===== src/rtl/uart_tx_arbiter_pkg.sv =====
// Shared definitions for the uart_tx_arbiter slice.
// Contents: the arbiter state encoding, the frame header magic nibble, the
// record geometry, and a helper that builds the frame header byte.
package uart_tx_arbiter_pkg;

    typedef enum logic [0:0] {
        ARB_STATE_IDLE = 1'b0,
        ARB_STATE_SEND = 1'b1
    } arb_state_e;

    localparam logic [3:0] ARB_HDR_MAGIC = 4'hA;
    localparam int         ARB_REC_BYTES = 3;
    localparam int         ARB_REC_W     = 8 * ARB_REC_BYTES;

    // Header byte: magic nibble in the top half so host software can
    // resynchronise on it, source index in the bottom half.
    function automatic logic [7:0] arb_hdr_byte(input logic [3:0] idx);
        return {ARB_HDR_MAGIC, idx};
    endfunction

endpackage


===== src/rtl/uart_tx_arbiter_rr_pick.sv =====
// Round-robin winner selection (purely combinational).
// Ports:
//   req   - per-source request vector
//   last  - index of the previously granted source
//   win   - index of the first requesting source after 'last' (mod NREQ)
//   valid - high when at least one request is set
module uart_tx_arbiter_rr_pick #(
    parameter int NREQ = 2
) (
    input  logic [NREQ-1:0] req,
    input  logic [3:0]      last,
    output logic [3:0]      win,
    output logic            valid
);

    // Candidate index for scan step 'step', i.e. (last + step) mod NREQ.
    function automatic logic [3:0] wrap_idx(input logic [3:0] base, input int step);
        int s;
        s = (int'(base) + step) % NREQ;
        return s[3:0];
    endfunction

    logic hit_s;

    // Scan last+1, last+2, ... and keep the first set request found.
    always_comb begin
        win   = 4'd0;
        valid = 1'b0;
        hit_s = 1'b0;
        for (int i = 1; i <= NREQ; i++) begin
            for (int k = 0; k < NREQ; k++) begin
                hit_s = !valid && req[k] && (wrap_idx(last, i) == 4'(k));
                win   = hit_s ? 4'(k) : win;
                valid = valid | hit_s;
            end
        end
    end

endmodule


===== src/rtl/uart_tx_arbiter.sv =====
// Shares one uart_tx byte transmitter between NREQ record sources.
// Grants sources round-robin per record and sends each record as a 4-byte
// frame: header {A, index}, flag, adr, dat.
// Ports:
//   clk_i     - system clock, rising edge
//   rst_i     - asynchronous active-low reset
//   req_i     - per-source request (level, held until grant)
//   rec_i     - per-source record {flag, adr, dat}, 24 bits per source
//   gnt_o     - one-hot one-cycle grant pulse (record latched)
//   tx_data_o - byte to the transmitter, held between strobes
//   tx_en_o   - one-cycle send strobe
//   tx_rdy_i  - transmitter idle
//   busy_o    - high from grant until the last byte strobe of a frame
module uart_tx_arbiter
    import uart_tx_arbiter_pkg::*;
#(
    parameter int NREQ = 2
) (
    input  logic                      clk_i,
    input  logic                      rst_i,
    input  logic [NREQ-1:0]           req_i,
    input  logic [NREQ*ARB_REC_W-1:0] rec_i,
    output logic [NREQ-1:0]           gnt_o,
    output logic [7:0]                tx_data_o,
    output logic                      tx_en_o,
    input  logic                      tx_rdy_i,
    output logic                      busy_o
);

    localparam logic [3:0] LAST_RST = 4'(NREQ - 1);

    arb_state_e             state_r, state_s;
    logic [1:0]             cnt_r, cnt_s;
    logic [ARB_REC_W-1:0]   rec_r, rec_s;
    logic [3:0]             idx_r, idx_s;
    logic [3:0]             last_r, last_s;
    logic [NREQ-1:0]        gnt_r, gnt_s;
    logic                   tx_en_r, tx_en_s;
    logic [7:0]             tx_data_r, tx_data_s;
    logic                   busy_r, busy_s;

    logic [3:0]             win_s;
    logic                   valid_s;
    logic [ARB_REC_W-1:0]   rec_sel_s;
    logic [7:0]             byte_s;

    uart_tx_arbiter_rr_pick #(
        .NREQ (NREQ)
    ) u_rr_pick (
        .req   (req_i),
        .last  (last_r),
        .win   (win_s),
        .valid (valid_s)
    );

    // Select the winning source's record slice.
    always_comb begin
        rec_sel_s = {ARB_REC_W{1'b0}};
        for (int k = 0; k < NREQ; k++) begin
            rec_sel_s = (win_s == 4'(k)) ? rec_i[k*ARB_REC_W +: ARB_REC_W] : rec_sel_s;
        end
    end

    // Byte to issue for the current counter position.
    always_comb begin
        case (cnt_r)
            2'd0:    byte_s = arb_hdr_byte(idx_r);
            2'd1:    byte_s = rec_r[23:16];
            2'd2:    byte_s = rec_r[15:8];
            2'd3:    byte_s = rec_r[7:0];
            default: byte_s = 8'h00;
        endcase
    end

    // Next-state and next-output logic.
    always_comb begin
        state_s   = state_r;
        cnt_s     = cnt_r;
        rec_s     = rec_r;
        idx_s     = idx_r;
        last_s    = last_r;
        gnt_s     = {NREQ{1'b0}};
        tx_en_s   = 1'b0;
        tx_data_s = tx_data_r;
        busy_s    = busy_r;
        case (state_r)
            ARB_STATE_IDLE: begin
                if (valid_s) begin
                    for (int k = 0; k < NREQ; k++) begin
                        gnt_s[k] = (win_s == 4'(k));
                    end
                    rec_s   = rec_sel_s;
                    idx_s   = win_s;
                    last_s  = win_s;
                    cnt_s   = 2'd0;
                    busy_s  = 1'b1;
                    state_s = ARB_STATE_SEND;
                end else begin
                    state_s = ARB_STATE_IDLE;
                end
            end
            ARB_STATE_SEND: begin
                // tx_en_r gates the cycle after a strobe, before the
                // transmitter has had a chance to drop its ready flag.
                if (tx_rdy_i && !tx_en_r) begin
                    tx_en_s   = 1'b1;
                    tx_data_s = byte_s;
                    cnt_s     = cnt_r + 2'd1;
                    if (cnt_r == 2'd3) begin
                        busy_s  = 1'b0;
                        state_s = ARB_STATE_IDLE;
                    end else begin
                        state_s = ARB_STATE_SEND;
                    end
                end else begin
                    state_s = ARB_STATE_SEND;
                end
            end
            default: begin
                state_s = ARB_STATE_IDLE;
            end
        endcase
    end

    // State and output registers.
    always_ff @(posedge clk_i or negedge rst_i) begin
        if (!rst_i) begin
            state_r   <= ARB_STATE_IDLE;
            cnt_r     <= 2'd0;
            rec_r     <= {ARB_REC_W{1'b0}};
            idx_r     <= 4'd0;
            last_r    <= LAST_RST;
            gnt_r     <= {NREQ{1'b0}};
            tx_en_r   <= 1'b0;
            tx_data_r <= 8'h00;
            busy_r    <= 1'b0;
        end else begin
            state_r   <= state_s;
            cnt_r     <= cnt_s;
            rec_r     <= rec_s;
            idx_r     <= idx_s;
            last_r    <= last_s;
            gnt_r     <= gnt_s;
            tx_en_r   <= tx_en_s;
            tx_data_r <= tx_data_s;
            busy_r    <= busy_s;
        end
    end

    assign gnt_o     = gnt_r;
    assign tx_en_o   = tx_en_r;
    assign tx_data_o = tx_data_r;
    assign busy_o    = busy_r;

endmodule


===== config.mk =====
export PLATFORM = sky130hd
export DESIGN_NAME = uart_tx_arbiter
export DESIGN_NICKNAME = d
export VERILOG_FILES = /design/src/rtl/uart_tx_arbiter_pkg.sv /design/src/rtl/uart_tx_arbiter_rr_pick.sv /design/src/rtl/uart_tx_arbiter.sv
export SDC_FILE = /design/constraint.sdc
export NUM_CORES = 1
export LEC_CHECK = 0
export CAP_MARGIN = 20
export CORE_ASPECT_RATIO = 0.75
export CORE_MARGIN = 3
export CORE_UTILIZATION = 47
export DETAILED_ROUTE_END_ITERATION = 12
export GPL_ROUTABILITY_DRIVEN = 1
export HOLD_SLACK_MARGIN = 0.12
export PLACE_DENSITY_LB_ADDON = 0.05
export SYNTH_ARGS = -nofsm -noshare
export SYNTH_HDL_FRONTEND = slang
export SYNTH_HIERARCHICAL = 1
export SYNTH_SLANG_ARGS = --single-unit
export TNS_END_PERCENT = 20

===== constraint.sdc =====
create_clock -name clk_i -period 1.85 [get_ports clk_i]
set_clock_uncertainty 0.1 [all_clocks]
set_input_delay 0.2775 -clock clk_i [delete_from_list [all_inputs] [get_ports clk_i]]
set_output_delay 0.2775 -clock clk_i [all_outputs]
set_load 0.1 [all_outputs]

==> out/metrics.yaml <==
outcome: "complete, no violations"
grt_pass1_wl_mm: 7.74
slew_viol_final: 0
ir_drop_mv: 1.03
ys_seq_elements: 44
avgSynthCellArea_um2: 11.0
worst_pin_slew_ns: 0.552
multi_input_area_um2: 1030
crit_path_end_kind: "flop"
netlist_top_cells_area: "dfrtp_1 48%, mux2i_1 11%, o31ai_2 10%"
max-clock-path-buffers: 2
yosysTopAreaCell: "dfrtp_1"
dominantRegCellSynth: "dfrtp_1"
dpl-instance-area_um2: 3060
antenna_found_initial: 0
rsz0062_at_grt: "false"
holdPathStages: 2
drv_cap: 0
antenna_left: 0
design.portCount: 65
timing.hold.ws_ns: 0.386
diodes: 0
yosys.area.top_type_share: 0.478
nets: 322
slew_headroom: 0.632
final_layout_size_suffix_gt1_frac: 0.195
min_period_ns: 1.65
routedWlPerCell_um: 15.0
cp.arrival_ns: 1.73
yosysWarnings: 6
critical_path_class: "flop to flop"
synthTopCellsByCount: "43 x dfrtp_1, 37 x nand2_1, 24 x mux2i_1, 18 x o31ai_2, 10 x o21ai_0"
period_share: 0.890
grtUsageTotal: 0.178
root_buffer: "clkbuf_8"
cts_tree: "done"
drc_errors: 0
start_kind: "flop"
die_h_um: 65.9
htreeDepth: 2
gp_congestion: 0.811
synth_most_common_cell: "dfrtp_1"
path_clk_slew_ns: 0.08
netlist-cell-type-count: 30
seq_area_frac_synth: 0.490
die_w_um: 85.9
r2r_cells: 5
hold_class: "flop to flop"
tns_ns: 0
num_vias: 1687
synth-async-reset-ratio: 1.00
synth_edf_count: 0
vias_per_cell: 5.22
clkSinkCount: 44
finalHoldViolations: 0
cp.required_ns: 1.93
setup_viol: 0
synth_cells: 204
dieArea_um2: 5660
grt-ovfl-total: 0
drtIter0Drc: 119
seqCellArea_um2: 1100
rows: 21
worstPathMaxFanout: 8
n_fill_cell: 366
cts_made_buffers: 5
port_buffers: 64
core_region_area_um2: 4550
first_pass_iters: 7
totalWireLength_mm: 4.85
worstSkewPairLatency_ns: 0.29
hpwlAfterDp_mm: 3.64
p_per_area_nw_per_um2: 1320
start_util: 0.495
p_leak_nw: 1.38
design_area_um2: 3170
synth_area_um2: 2250
grt_max_degree: 45
area_growth_pct: 40.7
fmax_mhz: 607
grt_pass1_vias: 1595
state kept, by name, summed over array words and instances (netlist names):
register   count
busy_o         1
cnt_r          2
gnt_o          2
idx_r          4
last_r         1
rec_r         24
state_r        1
tx_data_o      8
tx_en_o        1
placed cells by master, fill, tap and decap left out, types with 2 or more instances in the layout:
cell	count
o21ai_0	10
nand3b_1	2
buf_12	15
o31ai_2	18
inv_1	5
a31oi_1	2
o31ai_1	8
nand2_1	37
dfrtp_1	43
clkbuf_1	2
clkbuf_8	6
and2_1	4
a22oi_1	2
a21oi_1	3
mux2i_1	24
buf_4	4
nor2_1	4
a222oi_1	6
nand3_1	2
conb_1	3
mux2_2	3
clkdlybuf4s50_1	51
ha_1	2
ha_2	2
logic make-up (layout without fill, tap and decap cells):
kind of cell,Yosys count,in the layout,share of synthesized area
and+or+nand+nor,53,53,0.101
AOI/OAI and AO/OA,50,50,0.198
DFF,44,44,0.490
muxes,27,27,0.122
buffers and inverters,25,85,0.0651
adders and majority gates,4,4,0.0222
other,1,3,0.00167
metrics by stage:
| step | utilization | cells | setup WS, ns | power (mW) |
|---|---|---|---|---|
| 3_3_place_gp | 0.673 | 314 | 0.0660 | 3.54 |
| 4_1_cts | 0.695 | 323 | 0.0722 | 4.21 |
| 6_report | 0.696 | 323 | 0.203 | 4.19 |
| 5_1_grt | 0.696 | 323 | 0.00973 | 4.44 |
| 3_5_place_dp | 0.673 | 314 | 0.0472 | 3.59 |
| 2_1_floorplan | - | 206 | 0.0626 | 2.81 |
path summary, 6_finish.rpt:
check                           from            to  slack (ns)
setup / recovery            cnt_r[1]  tx_data_o[3]        0.20
hold / removal             rec_r[23]     rec_r[23]        0.39
setup reg to reg            cnt_r[1]  tx_data_o[3]        0.20
hold reg to reg            rec_r[23]     rec_r[23]        0.39
max in group asynchronous      rst_i     rec_r[12]        0.79
min in group asynchronous      rst_i      gnt_o[1]        0.48
per-layer routing:
metal	vias up	track usage	wire length (um)
li1	844	-	-
met1	788	0.237	2110
met3	5	0.0498	288
met4	0	0.0514	46
met2	50	0.284	2410
met5	-	0	0
repair_timing:
item	in CTS	in global routing
endpoints found under the hold margin	43	0
setup endpoints to repair	0	1
setup buffers	0	0
hold buffers	1	0
gates resized for setup	0	2
report_power, final:
part | switching [mW] | total, mW | internal (mW)
clock network | 0.315 | 0.620 | 0.305
logic | 1.19 | 2.01 | 0.829
registers | 0.260 | 1.55 | 1.29
cell type report:
class | count | area share
Sequential cell | 44 | 0.348
Multi-Input combinational cell | 137 | 0.325
Timing Repair Buffer | 72 | 0.270
Clock buffer | 8 | 0.0285
Tap cell | 57 | 0.0225
Inverter | 5 | 0.00593
critical path: stages (launching register included):
cell and delay [ns]:
dfrtp_1 0.41, inv_1 0.08, ha_1 0.30, a222oi_1 0.39
and2_1 0.18, o21ai_0 0.08
Note: power is estimated with default switching activity, not from simulation.
